`config.mk`:
```
export PLATFORM = sky130hd
export DESIGN_NAME = uart_rx_buffer_ctrl
export DESIGN_NICKNAME = d
export VERILOG_FILES = /design/src/rtl/uart_rx_buffer_ctrl.sv
export SDC_FILE = /design/constraint.sdc
export NUM_CORES = 1
export LEC_CHECK = 0
export CAP_MARGIN = 30
export CORE_MARGIN = 2
export CORE_UTILIZATION = 57
export CTS_CLUSTER_SIZE = 8
export DETAILED_ROUTE_END_ITERATION = 10
export PLACE_DENSITY = 0.89
export SLEW_MARGIN = 20
export SYNTH_ARGS = -nofsm -noshare
export SYNTH_HDL_FRONTEND = slang
export SYNTH_SLANG_ARGS = --single-unit
```
`constraint.sdc`:
```
create_clock -name clk -period 3.4 [get_ports clk]
set_input_delay 0.51 -clock clk [delete_from_list [all_inputs] [get_ports clk]]
set_output_delay 0.51 -clock clk [all_outputs]
set_load 0.03 [all_outputs]
```
`src/rtl/uart_rx_buffer_ctrl.sv`:
```
`default_nettype none
// ============================================================================
// Module   : uart_rx_buffer_ctrl
// Brief    : UART receive buffer (FIFO or 1-entry holding register) with
//            trigger, RTS hysteresis, sticky overrun and character timeout.
//            Optional error counters: define UART_RX_ERR_CNT_EN.
// Revision : 1.0 - initial release
// ============================================================================
module uart_rx_buffer_ctrl #(
  parameter int DATA_W        = 8,
  parameter int DEPTH         = 16,
  parameter int TO_W          = 12,
  parameter int TIMEOUT_CHARS = 4,
  parameter int RTS_HYST      = 2
) (
  input  logic                     clk,
  input  logic                     reset_n,
  input  logic                     rx_en_i,
  input  logic                     fifo_en_i,
  input  logic                     fifo_reset_i,
  input  logic                     tick_i,
  input  logic [TO_W-1:0]          char_ticks_i,
  input  logic [DATA_W-1:0]        rx_data_i,
  input  logic                     rx_valid_i,
  input  logic                     rx_parity_err_i,
  input  logic                     rx_stop_err_i,
  input  logic                     pop_i,
  input  logic [$clog2(DEPTH):0]   trig_level_i,
  input  logic                     hf_en_i,
  input  logic                     force_rts_i,
  input  logic                     clr_overrun_i,
  input  logic                     cnt_clr_i,
  output logic [DATA_W-1:0]        data_o,
  output logic                     data_valid_o,
  output logic                     parity_err_o,
  output logic                     stop_err_o,
  output logic                     empty_o,
  output logic                     full_o,
  output logic [$clog2(DEPTH):0]   level_o,
  output logic                     triggered_o,
  output logic                     overrun_o,
  output logic                     timeout_o,
  output logic                     rts_no,
  output logic [15:0]              parity_err_cnt_o,
  output logic [15:0]              stop_err_cnt_o
);

  localparam int AW = $clog2(DEPTH);
  localparam int LW = AW + 1;
  localparam int CW = TO_W + 3;
  localparam int PW = TO_W + 32;

  logic [DATA_W+1:0] r_mem [DEPTH];
  logic [AW-1:0]     r_wr_ptr, r_rd_ptr;
  logic [LW-1:0]     r_level;
  logic              r_fifo_en_q;
  logic [CW-1:0]     r_to_cnt;

  logic [LW-1:0]     w_cap, w_trig_eff, w_rel;
  logic              w_flush, w_push_req, w_pop_req, w_do_push;
  logic              w_full, w_empty, w_ovr_set, w_rts_clear;
  logic [PW-1:0]     w_to_lim;

  assign w_cap      = fifo_en_i ? LW'(DEPTH) : LW'(1);
  assign w_full     = (r_level == w_cap);
  assign w_empty    = (r_level == '0);
  assign w_flush    = fifo_reset_i | (fifo_en_i != r_fifo_en_q);
  assign w_push_req = rx_valid_i & rx_en_i;
  assign w_pop_req  = pop_i & ~w_empty;
  // A full buffer still accepts a frame when a pop frees the head slot.
  assign w_do_push  = w_push_req & (~w_full | w_pop_req);
  assign w_ovr_set  = w_push_req & w_full & ~w_pop_req;

  always_comb begin
    w_trig_eff = trig_level_i;
    if (trig_level_i == '0)
      w_trig_eff = LW'(1);
    else if (trig_level_i > w_cap)
      w_trig_eff = w_cap;
    w_rel = '0;
    if (w_trig_eff > LW'(RTS_HYST))
      w_rel = w_trig_eff - LW'(RTS_HYST);
  end

  // Release threshold saturates at 0, meaning release only when empty.
  assign w_rts_clear = (w_rel == '0) ? w_empty : (r_level < w_rel);

  assign empty_o     = w_empty;
  assign full_o      = w_full;
  assign level_o     = r_level;
  assign triggered_o = (r_level >= w_trig_eff);

  always_ff @(posedge clk) begin
    if (reset_n && !w_flush && w_do_push)
      r_mem[r_wr_ptr] <= {rx_parity_err_i, rx_stop_err_i, rx_data_i};
  end

  always_ff @(posedge clk) begin
    if (!reset_n) begin
      r_fifo_en_q  <= fifo_en_i;
      r_wr_ptr     <= '0;
      r_rd_ptr     <= '0;
      r_level      <= '0;
      overrun_o    <= 1'b0;
      data_o       <= '0;
      data_valid_o <= 1'b0;
      parity_err_o <= 1'b0;
      stop_err_o   <= 1'b0;
    end else begin
      r_fifo_en_q  <= fifo_en_i;
      data_valid_o <= 1'b0;
      if (w_flush) begin
        r_wr_ptr  <= '0;
        r_rd_ptr  <= '0;
        r_level   <= '0;
        overrun_o <= 1'b0;
      end else begin
        if (w_do_push)
          r_wr_ptr <= r_wr_ptr + 1'b1;
        if (w_pop_req) begin
          r_rd_ptr <= r_rd_ptr + 1'b1;
          {parity_err_o, stop_err_o, data_o} <= r_mem[r_rd_ptr];
          data_valid_o <= 1'b1;
        end
        if (w_do_push && !w_pop_req)
          r_level <= r_level + 1'b1;
        else if (!w_do_push && w_pop_req)
          r_level <= r_level - 1'b1;
        if (w_ovr_set)
          overrun_o <= 1'b1;
        else if (clr_overrun_i)
          overrun_o <= 1'b0;
      end
    end
  end

  always_ff @(posedge clk) begin
    if (!reset_n)
      rts_no <= 1'b0;
    else if (!hf_en_i || force_rts_i)
      rts_no <= 1'b0;
    else if (r_level >= w_trig_eff)
      rts_no <= 1'b1;
    else if (w_rts_clear)
      rts_no <= 1'b0;
  end

  always_ff @(posedge clk) begin
    if (!reset_n)
      r_to_cnt <= '0;
    else if (w_flush || !fifo_en_i || w_empty || w_push_req || w_pop_req)
      r_to_cnt <= '0;
    else if (tick_i && (r_to_cnt != '1))
      r_to_cnt <= r_to_cnt + 1'b1;
  end

  assign w_to_lim  = PW'(char_ticks_i) * PW'(TIMEOUT_CHARS);
  assign timeout_o = fifo_en_i & (char_ticks_i != '0) & (PW'(r_to_cnt) >= w_to_lim);

`ifdef UART_RX_ERR_CNT_EN
  logic [15:0] r_par_cnt, r_stp_cnt;
  logic        w_cnt_push;

  // Only frames actually stored are counted; dropped frames are not.
  assign w_cnt_push = w_do_push & ~w_flush;

  always_ff @(posedge clk) begin
    if (!reset_n || cnt_clr_i) begin
      r_par_cnt <= '0;
      r_stp_cnt <= '0;
    end else if (w_cnt_push) begin
      if (rx_parity_err_i && (r_par_cnt != 16'hFFFF))
        r_par_cnt <= r_par_cnt + 1'b1;
      if (rx_stop_err_i && (r_stp_cnt != 16'hFFFF))
        r_stp_cnt <= r_stp_cnt + 1'b1;
    end
  end

  assign parity_err_cnt_o = r_par_cnt;
  assign stop_err_cnt_o   = r_stp_cnt;
`else
  logic w_unused_cnt_clr;
  assign w_unused_cnt_clr = cnt_clr_i;
  assign parity_err_cnt_o = '0;
  assign stop_err_cnt_o   = '0;
`endif

endmodule
`default_nettype wire

```
==> impl_metrics.json <==
{
  "fin_ws_ns": 0.01514,
  "worst-path-max-fanout": 3,
  "layout_commonest_cell": "edfxtp_1",
  "synth_mux_area_share_pct": 12.81,
  "die_y_um": 129.8,
  "grt_max_degree": 44,
  "synth-simple-area-share_pct": 8.080,
  "finalHoldViolations": 0,
  "vias": 5917,
  "cts.reportedPaths.clkPinSlew_ns": 0.06,
  "grt_pass1_vias": 5785,
  "synth-edff-count": 160,
  "wl_per_cell_um": 24.63,
  "gp_congestion": 0.8338,
  "grt_use_total_pct": 27.00,
  "crit_chain": "dlygate4sd2_1 > inv_2 > ha_4 > nand2_2 > a21oi_2 > or3_1 > o211ai_1 > ha_1 > nand2b_1 > a21o_1 > a21oi_2 > o21ai_2 > buf_6",
  "outcome": "finished clean",
  "yosys.area_share.xor_xnor_pct": 1.843,
  "die_w_um": 129.8,
  "layout-drive-gt1-share_pct": 21.48,
  "core_um2": 15660,
  "fmaxAchievable_mhz": 295.4,
  "maxCapViolCount": 0,
  "tightest_slew_ns": 0.9539,
  "critPathRequiredTime_ns": 2.89,
  "synth_area_leaders": "edfxtp_1, mux4_2, dfxtp_1",
  "powerDensity_nw_per_um2": 527.3,
  "crit_arrival_ns": 2.87,
  "fillers": 903,
  "yosys.area.top_type": "edfxtp_1",
  "yosysSeqAreaShare_pct": 62.54,
  "layout_common_cells": "edfxtp_1, clkdlybuf4s50_1, mux4_2, nor2_1, buf_4",
  "cp_slowest_stage_delay_ns": 0.37,
  "synth_area_um2": 9027,
  "setup.worst_path.start_class": "input pin",
  "cts_sinks": 202,
  "async_flop_share_pct": 0,
  "synth_fa_ha_area_share_pct": 5.073,
  "synth_seq_cells": 202,
  "max_slew_margin_pct": 36.17,
  "syn_avg_cell_area_um2": 15.25,
  "crit_buf_inv": 3,
  "worstHoldPathType": "input pin to flip-flop",
  "clkLatencyLatePin_ns": 0.54,
  "grt_first_pass_wirelength_um": 33680,
  "finalNetCount": 783,
  "antenna_found_initial": 1,
  "rows": 46,
  "min_period_ns": 3.385,
  "antenna_violating_nets_post_route": 0,
  "cts_buffers": 29,
  "h-tree-depth": 1,
  "crit_family": "compound AO/OA/AOI/OAI gates",
  "endpoint_kind": "primary output",
  "period_share_pct": 99.55,
  "finalInstanceArea_um2": 10970,
  "synth_cell_types": 58,
  "drtIter0Drc": 789,
  "dpl.hpwl_um": 13150,
  "synth_top_family_by_area": "multiplexers",
  "firstDrtPassIters": 6,
  "netlist_instances": 592,
  "finalSetupViolCount": 0,
  "area_growth_pct": 21.48,
  "port_buffers": 59,
  "pre_cts_ws_ns": -0.3243,
  "clockRootBuffer": "clkbuf_16",
  "placed_area_um2": 9940,
  "globalRouteOverflowTotal": 0,
  "leakagePower_nw": 3.854,
  "viasPerCell": 6.242,
  "clock_path_buffers": 3,
  "p_total_w": 0.005783,
  "cp_common_cell": "a21oi_2",
  "synth_compound_area_share_pct": 4.865,
  "ir_drop_v": 0.0003952,
  "synth-main-ff-cell": "edfxtp_1",
  "skew_ns": 0.01829,
  "synth_top_area_share_pct": 53.22,
  "crit_type": "input pin to primary output",
  "die-area_um2": 16860,
  "finalHoldWorstSlack_ns": 0.4482,
  "ys_warn_count": 0,
  "start_util_pct": 57.66,
  "tritoncts": "built",
  "io_pins": 93,
  "drv_slew": 0,
  "cp_slowest_cell": "or3_1",
  "drcViolationCount": 0,
  "routed_wl_um": 23350
}
-- worst paths after layout --
check | slack (ns) | depth (start not counted) | endpoint | from
min reg2reg | 0.48 | 1 | data_o[7] | data_o[7]
max | 0.02 | 13 | triggered_o | fifo_en_i
min | 0.45 | 2 | r_fifo_en_q | fifo_en_i
max reg2reg | 0.11 | 14 | level_o[4] | level_o[2]
-- through the flow --
stage               util, %  cells  setup TNS, ns
floorplan                 -    623              0
global placement      63.30    878        -0.2364
detailed placement    63.49    882        -0.5137
CTS                   69.11    938              0
global route          70.04    947       -0.05034
finish                70.05    948              0
-- logic make-up after synthesis --
logic type / after synthesis
flops: 202
simple gates: 144
buf+inv: 75
compound gates: 62
mux: 53
fa+ha+maj: 36
xor+xnor: 19
other cells: 1
-- sequential cells by signal (all words and copies together) (netlist names), 4 cells and up --
signal	count
data_o	8
level_o	5
r_mem	160
r_rd_ptr	4
r_to_cnt	15
r_wr_ptr	4
-- synth_stat cells (2+ instances only) --
library cell  number
or3_2              2
o21ai_0            8
o211ai_1           2
and2_1             2
mux2i_1            3
clkbuf_1          11
nand4_1            3
nor4_1             8
nand4b_1           2
nor3_1             9
ha_1              35
mux4_2            50
inv_1             24
a21o_1             5
nor2b_1            2
nor3b_1            3
a31oi_1            3
nor2_1            52
xor2_1             7
nand3_1           14
buf_4             35
xnor2_1           12
a22o_1            10
or3_1              5
nand2_1           26
dfxtp_1           42
buf_6              2
nand2b_1           5
edfxtp_1         160
and3_1             2
a21oi_1           21
-- routing by layer --
layer | vias up | global-route usage (%) | wire (um)
met5 | - | 0 | 0
met4 | 0 | 10.69 | 1191
met3 | 110 | 4.100 | 2399
met2 | 477 | 45.58 | 11450
met1 | 2877 | 35.71 | 8313
li1 | 2453 | - | -
-- area by class of cell --
class	count	area, um2	area share [%]
diodes	1	2.502	0.02282
clock buffers	52	812.0	7.404
clock inverters	2	27.53	0.2510
inverters	25	93.84	0.8557
multi-input cells	346	3156	28.77
flip-flops and latches	202	5649	51.51
well taps	216	270.3	2.464
repair buffers	104	955.9	8.716
-- worst register-to-register path: stages (launching register included) --
cell and delay, ns:
dfxtp_2 0.37, or3_4 0.41, nor3_4 0.31, nor2b_4 0.12, clkinv_1 0.11, buf_4 0.17
ha_2 0.21, inv_1 0.07, buf_4 0.15, fa_1 0.39, a21o_1 0.19, a21oi_1 0.17
xnor2_1 0.09, or3_1 0.30, a21oi_1 0.16
-- report_power, final --
| group | switching, W | leakage (nW) | total, W | internal [W] |
|---|---|---|---|---|
| Sequential | 0.00000873 | 1.78 | 0.00268 | 0.00267 |
| Clock | 0.00105 | 0.394 | 0.00265 | 0.00160 |
| Combinational | 0.000270 | 1.68 | 0.000448 | 0.000178 |
| Total | 0.00133 | 3.85 | 0.00578 | 0.00445 |
-- repair_timing --
item	CTS	global route
endpoints found under the setup margin	2	4
gates resized for setup	11	15
hold buffers	0	0
pin swaps	6	10
setup buffers	2	4
gates cloned	0	0
(Power assumes the default switching activity.)
